**config.mk**
```make
export PLATFORM = sky130hd
export DESIGN_NAME = ltl_report_collector
export DESIGN_NICKNAME = d
export VERILOG_FILES = /design/src/rtl/ltl_report_collector.sv
export SDC_FILE = /design/constraint.sdc
export NUM_CORES = 1
export LEC_CHECK = 0
export ABC_AREA = 1
export BUFFER_PORTS_ARGS = -buffer_cell sky130_fd_sc_hd__buf_2
export CORE_MARGIN = 1
export CORE_UTILIZATION = 61
export DETAILED_ROUTE_END_ITERATION = 8
export GPL_ROUTABILITY_DRIVEN = 0
export PLACE_DENSITY = 0.89
export SYNTH_ARGS = -nofsm -noshare
export SYNTH_HDL_FRONTEND = slang
export SYNTH_SLANG_ARGS = --single-unit
```
**constraint.sdc**
```tcl
create_clock -name clk -period 3.5 [get_ports clk]
set_input_delay 0.175 -clock clk [delete_from_list [all_inputs] [get_ports clk]]
set_output_delay 0.175 -clock clk [all_outputs]
set_load 0.02 [all_outputs]
```
**src/rtl/ltl_report_collector.sv**
```systemverilog
// Collects non-zero automaton report vectors, tags each with the symbol index it fired on,
// and queues the records in a FIFO for a ready/valid consumer; signals end of stream with done.
module ltl_report_collector #(
  parameter int N_REPORTS = 4,
  parameter int CNT_W     = 16,
  parameter int DEPTH     = 8
) (
  input  logic                       clk,
  input  logic                       reset,
  input  logic                       run,
  input  logic [N_REPORTS-1:0]       report_in,
  output logic                       rec_valid,
  input  logic                       rec_ready,
  output logic [CNT_W+N_REPORTS-1:0] rec_data,
  output logic                       overflow,
  output logic [7:0]                 drop_count,
  output logic                       done
);

  localparam int AW = $clog2(DEPTH);
  localparam int OW = AW + 1;
  localparam int RW = CNT_W + N_REPORTS;

  typedef enum logic [1:0] {
    IDLE,
    ACTIVE,
    DRAIN
  } state_e;

  state_e            state_q, state_d;
  logic [CNT_W-1:0]  sym_idx_q, sym_idx_d;
  logic [AW-1:0]     wr_ptr_q, wr_ptr_d;
  logic [AW-1:0]     rd_ptr_q, rd_ptr_d;
  logic [OW-1:0]     occ_q, occ_d;
  logic              overflow_q, overflow_d;
  logic [7:0]        drop_count_q, drop_count_d;
  logic [RW-1:0]     mem_q [DEPTH];

  logic head_valid, full, push_req, push, pop, drop, done_c;

  always_comb begin
    head_valid = (occ_q != '0);
    full       = (occ_q == OW'(DEPTH));
    pop        = head_valid & rec_ready;
    push_req   = run & (|report_in);
    // A full FIFO still takes a push when the head leaves in the same cycle.
    push       = push_req & (~full | pop);
    drop       = push_req & ~push;

    sym_idx_d    = run  ? sym_idx_q + CNT_W'(1) : sym_idx_q;
    wr_ptr_d     = push ? wr_ptr_q + AW'(1)     : wr_ptr_q;
    rd_ptr_d     = pop  ? rd_ptr_q + AW'(1)     : rd_ptr_q;
    occ_d        = occ_q;
    case ({push, pop})
      2'b10:   occ_d = occ_q + OW'(1);
      2'b01:   occ_d = occ_q - OW'(1);
      default: occ_d = occ_q;
    endcase
    overflow_d   = overflow_q | drop;
    drop_count_d = (drop && drop_count_q != 8'hFF) ? drop_count_q + 8'd1 : drop_count_q;
  end

  always_comb begin
    state_d = state_q;
    done_c  = 1'b0;
    case (state_q)
      IDLE:   if (run) state_d = ACTIVE;
      ACTIVE: if (!run) state_d = DRAIN;
      DRAIN: begin
        if (run) begin
          state_d = ACTIVE;
        end else if (occ_q == '0) begin
          state_d = IDLE;
          done_c  = 1'b1;
        end
      end
      default: state_d = IDLE;
    endcase
  end

  // NOTE: state updates use non-blocking assignments so every flop samples pre-edge values.
  always_ff @(posedge clk) begin
    if (reset) begin
      state_q      <= IDLE;
      sym_idx_q    <= '0;
      wr_ptr_q     <= '0;
      rd_ptr_q     <= '0;
      occ_q        <= '0;
      overflow_q   <= 1'b0;
      drop_count_q <= '0;
    end else begin
      state_q      <= state_d;
      sym_idx_q    <= sym_idx_d;
      wr_ptr_q     <= wr_ptr_d;
      rd_ptr_q     <= rd_ptr_d;
      occ_q        <= occ_d;
      overflow_q   <= overflow_d;
      drop_count_q <= drop_count_d;
    end
  end

  // NOTE: storage is not reset; occupancy gates visibility, so stale entries are never observed.
  always_ff @(posedge clk) begin
    if (push && !reset) mem_q[wr_ptr_q] <= {sym_idx_q, report_in};
  end

  // Outputs are forced low while reset is held, including the first reset cycle.
  assign rec_valid  = ~reset & head_valid;
  assign rec_data   = rec_valid ? mem_q[rd_ptr_q] : '0;
  assign overflow   = ~reset & overflow_q;
  assign drop_count = reset ? 8'd0 : drop_count_q;
  assign done       = ~reset & done_c;

endmodule

```
; ---- Word-level counts from Yosys, hierarchy flattened
; Memory sizes are Yosys's and may differ from the RTL's. A register that Yosys moved wholly into a read port is not among the register bits.
; Index checks and enable logic that the tools add are counted.
[word_totals]
output_inout_bits = 31
word_cells = 59
ram_bits = 160
memories = 1
input_bits = 8
regBits = 37
[classes]
n_bitwise = 12
muxes = 15
addsub = 6
eq_ne = 9
n_reduce_logical = 9
[memory_table]
columns = name, depth, width, read_ports, rd_ports_with_merged_regs, wr, line
row1 = mem_q, 8, 20, 1, 1, 1, 37  ; logic [RW-1:0] mem_q [DEPTH];
[op_table]
columns = op, n
row1 = 20-bit two-way mux, 1
row2 = 16-bit by 1-bit adder with 16-bit output (second input constant), 1
row3 = 8-bit by 1-bit adder with 8-bit output (second input constant), 1
row4 = 2-bit two-way mux, 4
row5 = 8-bit two-way mux, 1
row6 = 8-bit != test (second input constant), 1
row7 = 4-bit one-hot mux with 2 select lines, 1
row8 = 1-bit AND, 7
row9 = 3-bit by 1-bit adder with 3-bit output (second input constant), 2
row10 = 3-bit two-way mux, 2
row11 = 2-bit one-hot mux with 3 select lines, 1
row12 = 1-bit two-way mux, 5
row13 = 4-bit by 1-bit adder with 4-bit output (second input constant), 1
row14 = 2-bit by 1-bit == test with 1-bit output (second input constant), 2
row15 = 2-bit == test (second input constant), 2
row16 = 4-bit == test (second input constant), 1
row17 = 4-bit logical NOT, 1
row18 = 2-bit != test (second input constant), 2
row19 = 4-bit nonzero test, 1
row20 = 4-bit OR reduction, 1
row21 = 4-bit by 1-bit subtractor with 4-bit output (second input constant), 1
row22 = 3-bit != test (second input constant), 1
row23 = 1-bit NOT, 3
row24 = 3-bit AND reduction, 1
row25 = 5 further kinds, 7

; ---- Depth between registers and ports, before layout
; Gate-level depths: netlist of run 1.
[depth]
depth_word = 7
depth_mapped = 14

; ---- Worst setup path after synthesis of run 1
; Ideal clock, no wire load.
[synth_timing]
path_type = register -> register
start = register occ_q[0]
end = memory mem_q[4][0] in the netlist's numbering (enable)
arrival_time_ps = 2277
slack_ps = 800
path_buffers = 0
stages_incl_launch_ff = 7
setup_time_ps = 422
cell_sequence = dfxtp_1 > nor2_4 > nand3_4 > nand3_2 > inv_1 > nand2_1 > nor3_1
[synth_via]
elab_chain_len = 7
word_cells_on_any_way = 9
[synth_rtl]
columns = item, line
row1 = start: declaration, 34  ; logic [OW-1:0] occ_q, occ_d;
row2 = start signal: assignment, 88  ; occ_q <= '0;
row3 = start signal: assignment, 96  ; occ_q <= occ_d;
row4 = 4-bit nonzero test / 4-bit == test (equally long branches), "42, 43"
row5 = 1-bit AND / 1-bit NOT (equally long branches), "44, 47"
row6 = 1-bit OR (*), 47  ; push = push_req & (~full | pop);
row7 = 1-bit AND (*), 47
row8 = 1-bit logical AND (*), 104  ; if (push && !reset) mem_q[wr_ptr_q] <= {sym_idx_q, report_in};
row9 = 1-bit two-way mux (*), 104
row10 = 1-bit two-way mux (not written as such) (*), 104
row11 = end: declaration, 37
; Mark *: on every way between the ends. The rest lies on a longest branch, timed or not.

==> results.sh, run 1 <==
export IMPL_status="complete, no violations"
export IMPL_clock_sinks=200
export IMPL_final_antenna_net_count=0
export IMPL_pin_count=39
export IMPL_holdBufCountCts=0
export IMPL_synth_common_cells="nor2_1, edfxtp_1, o21ai_0"
export IMPL_synthCells=761
export IMPL_fillCellCount=860
export IMPL_p_sw_mw=1.953
export IMPL_synthTopCellsByArea="edfxtp_1, dfxtp_1, nor2_1"
export IMPL_fmax_ghz=0.3917
export IMPL_worst_path_largest_cell_delay_ns=0.63
export IMPL_synth_nets=776
export IMPL_avgSynthCellArea_sq_um=10.91
export IMPL_grt_max_degree=81
export IMPL_vdd_drop_max_uv=472.0
export IMPL_crit_path_frequent_cell="nor2_1"
export IMPL_synth_top_flop_cell="edfxtp_1"
export IMPL_endpoint_kind="primary output"
export IMPL_finalCriticalPeriod_ns=2.553
export IMPL_clk_pin_slew_ns=0.06
export IMPL_core_sq_um=13240
export IMPL_wl_um=18210
export IMPL_antenna_found_initial=0
export IMPL_setup_worst_path_start_class="flip-flop"
export IMPL_cts_max_level=4
export IMPL_min_period_over_period=0.7294
export IMPL_crit_slowest_cell="buf_4"
export IMPL_path_cells="buf_4 -> nor2_1 -> nor2_1 -> o21ai_0 -> o211ai_1 -> nand2_1 -> nor2_1 -> buf_2"
export IMPL_synthArstFlopShare=0
export IMPL_numCtsBuffers=17
export IMPL_cts_root_buf="clkbuf_16"
export IMPL_setup_tns_ns=0
export IMPL_synth_most_common_cell="nor2_1"
export IMPL_rsz0062_at_grt="false"
export IMPL_clkPwrFrac=0.343
export IMPL_drive_gt1_frac=0.1361
export IMPL_cts_resized=0
export IMPL_syn_to_final_growth_pct=12.79
export IMPL_hold_viol=0
export IMPL_num_rows=42
export IMPL_syn_area_sq_um=8305
export IMPL_cp_top_family="buffers and inverters"
export IMPL_die_area_sq_um=14090
export IMPL_synth_edf_count=160
export IMPL_final_nets=810
export IMPL_drcViolationCount=0
export IMPL_preCtsSetupSlack_ns=1.376
export IMPL_multi_input_area_sq_um=2391
export IMPL_yosysSeqAreaShare=0.6749
export IMPL_antennaDiodeCount=0
export IMPL_post_cts_repair_setup_buffers=0
export IMPL_cp_num_buf_inv=2
export IMPL_setup_violations=0
export IMPL_ys_seq_elements=200
export IMPL_p_int_mw=4.507
export IMPL_dieHeight_um=118.7
export IMPL_cap_violations=0
export IMPL_initial_core_util=0.6272
export IMPL_clk_path_buf_depth=2
export IMPL_synth_warnings=0
export IMPL_detail_route_iter0_violations=793
export IMPL_grt_first_pass_wirelength_um=29630
export IMPL_maxSlewHeadroom=0.4183
export IMPL_fp_dieW_um=118.7
export IMPL_tightest_slew_ns=0.8697
export IMPL_synth_distinct_cells=36
export IMPL_worstPathMaxFanout=80
export IMPL_clock_latency_ns=0.43
export IMPL_wl_per_cell_um=18.51
export IMPL_cts_tree="yes"
export IMPL_io_buffers=38
export IMPL_grt_ovfl_total=0
export IMPL_hold_worst_slack_ns=0.04943
export IMPL_grt_pass1_vias=5833
export IMPL_cp_required_ns=3.32
export IMPL_leakage_nw=3.421
export IMPL_skew_ns=0.008713
export IMPL_cp_arrival_ns=2.38
export IMPL_crit_type="flip-flop to primary output"
export IMPL_regArea_sq_um=5607
export IMPL_switching_share=0.3023
export IMPL_dp_final_hpwl_um=10120
export IMPL_num_vias=5871
export IMPL_worst_slack_ns=0.9470
export IMPL_combPwrFrac=0.238
export IMPL_slew_viol_final=0
export IMPL_min_path_type="primary input to flip-flop"
export IMPL_yosys_area_top_type="edfxtp_1"
export IMPL_yosysTopAreaCellShare=0.5785
export IMPL_track_usage=0.2798
export IMPL_powerDensity_nw_per_um2=689.6
export IMPL_seqPwrFrac=0.419
export IMPL_dr_pass1_iters=6
export IMPL_viasPerCell=5.966
-- per-stage QoR --
| step | area, sq um | instances | utilization | power (mW) |
|---|---|---|---|---|
| after CTS | 9368 | 984 | 0.7074 | 6.456 |
| after global routing | 9368 | 984 | 0.7074 | 6.731 |
| final | 9368 | 984 | 0.7074 | 6.460 |
| after floorplan | 8305 | 761 | - | 3.832 |
| after global placement | 8686 | 952 | 0.6559 | 4.178 |
| after detailed placement | 8686 | 952 | 0.6559 | 4.236 |
-- registers in the layout, indices dropped and copies added, names as in the netlist, named ones only --
name / flops
drop_count_q: 8
mem_q: 160
occ_q: 4
overflow_q: 1
rd_ptr_q: 3
state_q: 2
sym_idx_q: 16
wr_ptr_q: 3
-- power by group through the flow --
stage | Clock, mW | Combinational (mW) | Sequential (mW)
2_1_floorplan | 0 | 1.09 | 2.74
3_3_place_gp | 0 | 1.43 | 2.75
3_5_place_dp | 0 | 1.48 | 2.75
4_1_cts | 2.23 | 1.52 | 2.70
5_1_grt | 2.33 | 1.69 | 2.71
6_report | 2.22 | 1.54 | 2.71
-- final timing paths --
kind	depth (start not counted)	end	slack, ns	startpoint
max reg2reg	13	occ_q[2]	1.43	occ_q[3]
min	1	mem_q[3][1]	0.05	report_in[1]
max	8	rec_data[6]	0.95	flip-flop
min reg2reg	2	overflow_q	0.48	overflow_q
-- area by class of cell --
type | instances | share of cell area
Sequential cell | 200 | 0.5985
Multi-Input combinational cell | 480 | 0.2552
Clock buffer | 18 | 0.04581
Timing Repair Buffer | 54 | 0.03312
Clock inverter | 14 | 0.02698
Tap cell | 176 | 0.02351
Inverter | 42 | 0.01683
-- layout by cell type (no fill, tap or decap), types with 4 or more instances in the layout --
cell	n
clkbuf_16	17
a21oi_1	29
nand3_1	15
nor3_2	6
buf_2	38
buf_4	16
dfxtp_1	39
bufinv_16	7
ha_1	7
nor2_4	4
nor3_1	7
inv_1	41
o22ai_1	20
o21ai_1	7
xor2_1	5
o21ai_0	88
nor2_2	7
o211ai_1	20
nor2_1	173
nand2_1	74
edfxtp_1	160
-- cells by family (layout without fill, tap and decap cells) --
kind of cell	count (synthesis)	in the layout	share of synthesized area
AOI/OAI and AO/OA	165	165	0.1094
xor gates and xnor gates	7	7	0.007382
adders and majority gates	7	7	0.01054
buffers and inverters	81	128	0.04082
DFF	200	200	0.6749
and+or+nand+nor	301	301	0.1570
-- metal layers --
metal  vias up  track usage  part of all wire
met2       355       0.4580              0.50
li1       2721            -                 -
met1      2728       0.3427              0.37
met4         0       0.1559             0.035
met3        67      0.06612             0.096
met5         -            0                 0
Power figures use the tool's default switching activity.
==> inputs of run 2 (changes only) <==
--- a/config.mk
+++ b/config.mk
@@ -8,10 +8,10 @@
 export ABC_AREA = 1
 export BUFFER_PORTS_ARGS = -buffer_cell sky130_fd_sc_hd__buf_2
 export CORE_MARGIN = 1
-export CORE_UTILIZATION = 61
+export CORE_UTILIZATION = 55
 export DETAILED_ROUTE_END_ITERATION = 8
 export GPL_ROUTABILITY_DRIVEN = 0
-export PLACE_DENSITY = 0.89
+export PLACE_DENSITY = 0.85
 export SYNTH_ARGS = -nofsm -noshare
 export SYNTH_HDL_FRONTEND = slang
 export SYNTH_SLANG_ARGS = --single-unit
==> constraint.sdc (replaced) <==
create_clock -name clk -period 2.1 [get_ports clk]
set_input_delay 0.105 -clock clk [delete_from_list [all_inputs] [get_ports clk]]
set_output_delay 0.105 -clock clk [all_outputs]
set_load 0.02 [all_outputs]
==> run 2 against run 1 <==
Compared with the run above: the run now ends with design-rule violations left; critical path type unchanged; largest cell class unchanged; highest routed layer unchanged; largest power group unchanged; final area increased by 3.9%; worst hold slack got worse by 0.0047 ns; register-to-register slack got worse by 1.3 ns.
==> results.sh, run 2 (same netlist as run 1, synthesis figures left out) <==
export IMPL_status="complete, but fails checks"
export IMPL_dr_pass1_iters=7
export IMPL_largest_reg_flops=160
export IMPL_clock_latency_ns=0.44
export IMPL_crit_path_frequent_cell="nor2_1"
export IMPL_crit_slowest_cell="dfxtp_4"
export IMPL_p_sw_mw=3.405
export IMPL_clk_pin_slew_ns=0.07
export IMPL_clock_sinks=200
export IMPL_grt_ovfl_total=0
export IMPL_grt_pass1_vias=5775
export IMPL_seqPwrFrac=0.423
export IMPL_num_rows=44
export IMPL_endpoint_kind="primary output"
export IMPL_max_flop_register="mem_q"
export IMPL_num_vias=6021
export IMPL_die_area_sq_um=15600
export IMPL_wl_um=18610
export IMPL_worst_slack_ns=0.06046
export IMPL_pin_count=39
export IMPL_maxSlewHeadroom=0.6911
export IMPL_rrSetupSlack_ns=0.15
export IMPL_antenna_found_initial=0
export IMPL_io_buffers=38
export IMPL_vdd_drop_max_uv=674.3
export IMPL_skew_ns=0.008577
export IMPL_clk_path_buf_depth=2
export IMPL_r2r_end="occ_q[2]"
export IMPL_place_inst=979
export IMPL_combPwrFrac=0.277
export IMPL_rr_worst_depth=13
export IMPL_powerDensity_nw_per_um2=1104
export IMPL_detail_route_iter0_violations=592
export IMPL_hold_viol=0
export IMPL_violations="design-rule violations"
export IMPL_cts_root_buf="clkbuf_16"
export IMPL_antennaDiodeCount=0
export IMPL_dieHeight_um=124.9
export IMPL_fmax_ghz=0.4903
export IMPL_rr_startpoint="occ_q[1]"
export IMPL_worstPathMaxFanout=21
export IMPL_drcViolationCount=2
export IMPL_clkPwrFrac=0.299
export IMPL_slew_viol_final=0
export IMPL_path_cells="bufbuf_16 -> nor2_1 -> o22ai_1 -> nor2_1 -> nor2_1 -> buf_2"
export IMPL_cp_arrival_ns=1.93
export IMPL_top_regs="mem_q x160, sym_idx_q x16, drop_count_q x8"
export IMPL_crit_type="flip-flop to primary output"
export IMPL_min_period_over_period=0.9712
export IMPL_core_sq_um=14640
export IMPL_endpoint="rec_data[4]"
export IMPL_grt_first_pass_wirelength_um=28970
export IMPL_cts_max_level=4
export IMPL_track_usage=0.2459
export IMPL_cap_violations=0
export IMPL_switching_share=0.3170
export IMPL_fillCellCount=1005
export IMPL_tightest_slew_ns=0.4626
export IMPL_total_power_mw=10.74
export IMPL_initial_core_util=0.5672
export IMPL_finalCriticalPeriod_ns=2.040
export IMPL_numCtsBuffers=17
export IMPL_final_nets=840
export IMPL_setup_violations=0
export IMPL_layoutNonFillerInstCount=1022
export IMPL_setup_tns_ns=0
export IMPL_cp_top_family="buffers and inverters"
export IMPL_syn_to_final_growth_pct=17.20
export IMPL_wl_per_cell_um=18.21
export IMPL_grt_max_degree=43
export IMPL_drive_gt1_frac=0.1671
export IMPL_cp_required_ns=2.00
export IMPL_leakage_nw=3.600
export IMPL_p_int_mw=7.337
export IMPL_cts_tree="yes"
export IMPL_layout_cells_most_common="nor2_1"
export IMPL_dp_final_hpwl_um=10670
export IMPL_final_cell_mix="nor2_1, edfxtp_1, o21ai_0"
export IMPL_viasPerCell=5.891
export IMPL_min_path_type="primary input to flip-flop"
export IMPL_critical_path_depth=6
export IMPL_fp_dieW_um=124.9
export IMPL_setup_worst_path_start_class="flip-flop"
export IMPL_worst_path_largest_cell_delay_ns=0.45
export IMPL_preCtsSetupSlack_ns=0.09512
export IMPL_final_antenna_net_count=0
export IMPL_cp_num_buf_inv=2
## run 2: changes by cell type in the layout (fill, tap and decap cells not counted), sizes merged
cell	delta
dlygate4sd3	+5
inv	+1
clkbuf	+1
bufbuf	+1
clkinv	+4
bufinv	-4
buf	+22
## run 2: area by class of cell
| cell class | instances | area, sq um | area share |
|---|---|---|---|
| multi-input combinational | 480 | 2414 | 0.2479 |
| timing repair buffer | 84 | 730.7 | 0.07506 |
| clock buffer | 17 | 425.4 | 0.04370 |
| inverter | 42 | 166.4 | 0.01710 |
| sequential | 200 | 5610 | 0.5763 |
| tap | 184 | 230.2 | 0.02365 |
| clock inverter | 15 | 157.7 | 0.01620 |
## run 2: repair_timing
action	CTS	global route
pin swaps	0	1
resized for setup	6	9
gates cloned	1	2
endpoints found under the setup margin	6	7
buffers inserted	0	3
hold buffers	5	0
hold endpoints to repair	33	0
## run 2: power by group through the flow
stage                     registers [mW]  logic (mW)  clock network [mW]
after floorplan                     4.57        1.82                   0
after CTS                           4.54        2.78                3.25
after global routing                4.56        3.26                3.40
after detailed placement            4.61        2.66                   0
after global placement              4.60        2.58                   0
final                               4.55        2.98                3.21
## run 2: worst min path at each step
stage / startpoint / endpoint / slack (ns) / cells past startpoint
global route: run / sym_idx_q[0] / 0.04 / 2
global placement: reset / wr_ptr_q[2] / 0.35 / 2
CTS: run / sym_idx_q[0] / 0.006 / 2
floorplan: report_in[0] / mem_q[0][0] / 0.20 / 0
finish: run / sym_idx_q[0] / 0.04 / 2
detailed placement: reset / wr_ptr_q[2] / 0.37 / 2
## run 2: metrics by stage
step                        util  hold WS, ns  instance area, sq um
after floorplan                -       0.2039                  8315
after global placement    0.6112       0.3453                  8951
after detailed placement  0.6112       0.3659                  8951
after CTS                 0.6578     0.005770                  9633
after global routing      0.6647      0.03770                  9734
final                     0.6647      0.04474                  9734
## run 2: worst register-to-register path, delay by kind of cell (launching register included)
| family | cells | cell delay [ns] |
|---|---|---|
| adders and majority gates | 2 | 0.37 |
| and+or+nand+nor | 5 | 0.63 |
| buffers and inverters | 3 | 0.15 |
| DFF | 1 | 0.37 |
| AOI/OAI and AO/OA | 2 | 0.18 |
| xor gates and xnor gates | 1 | 0.15 |
## run 2: routing by layer
layer / vias up / track usage / share of wire
met5: - / 0 / 0
met4: 0 / 0.1456 / 0.041
met3: 57 / 0.05713 / 0.089
met2: 328 / 0.3992 / 0.48
met1: 2858 / 0.3019 / 0.39
li1: 2778 / - / -
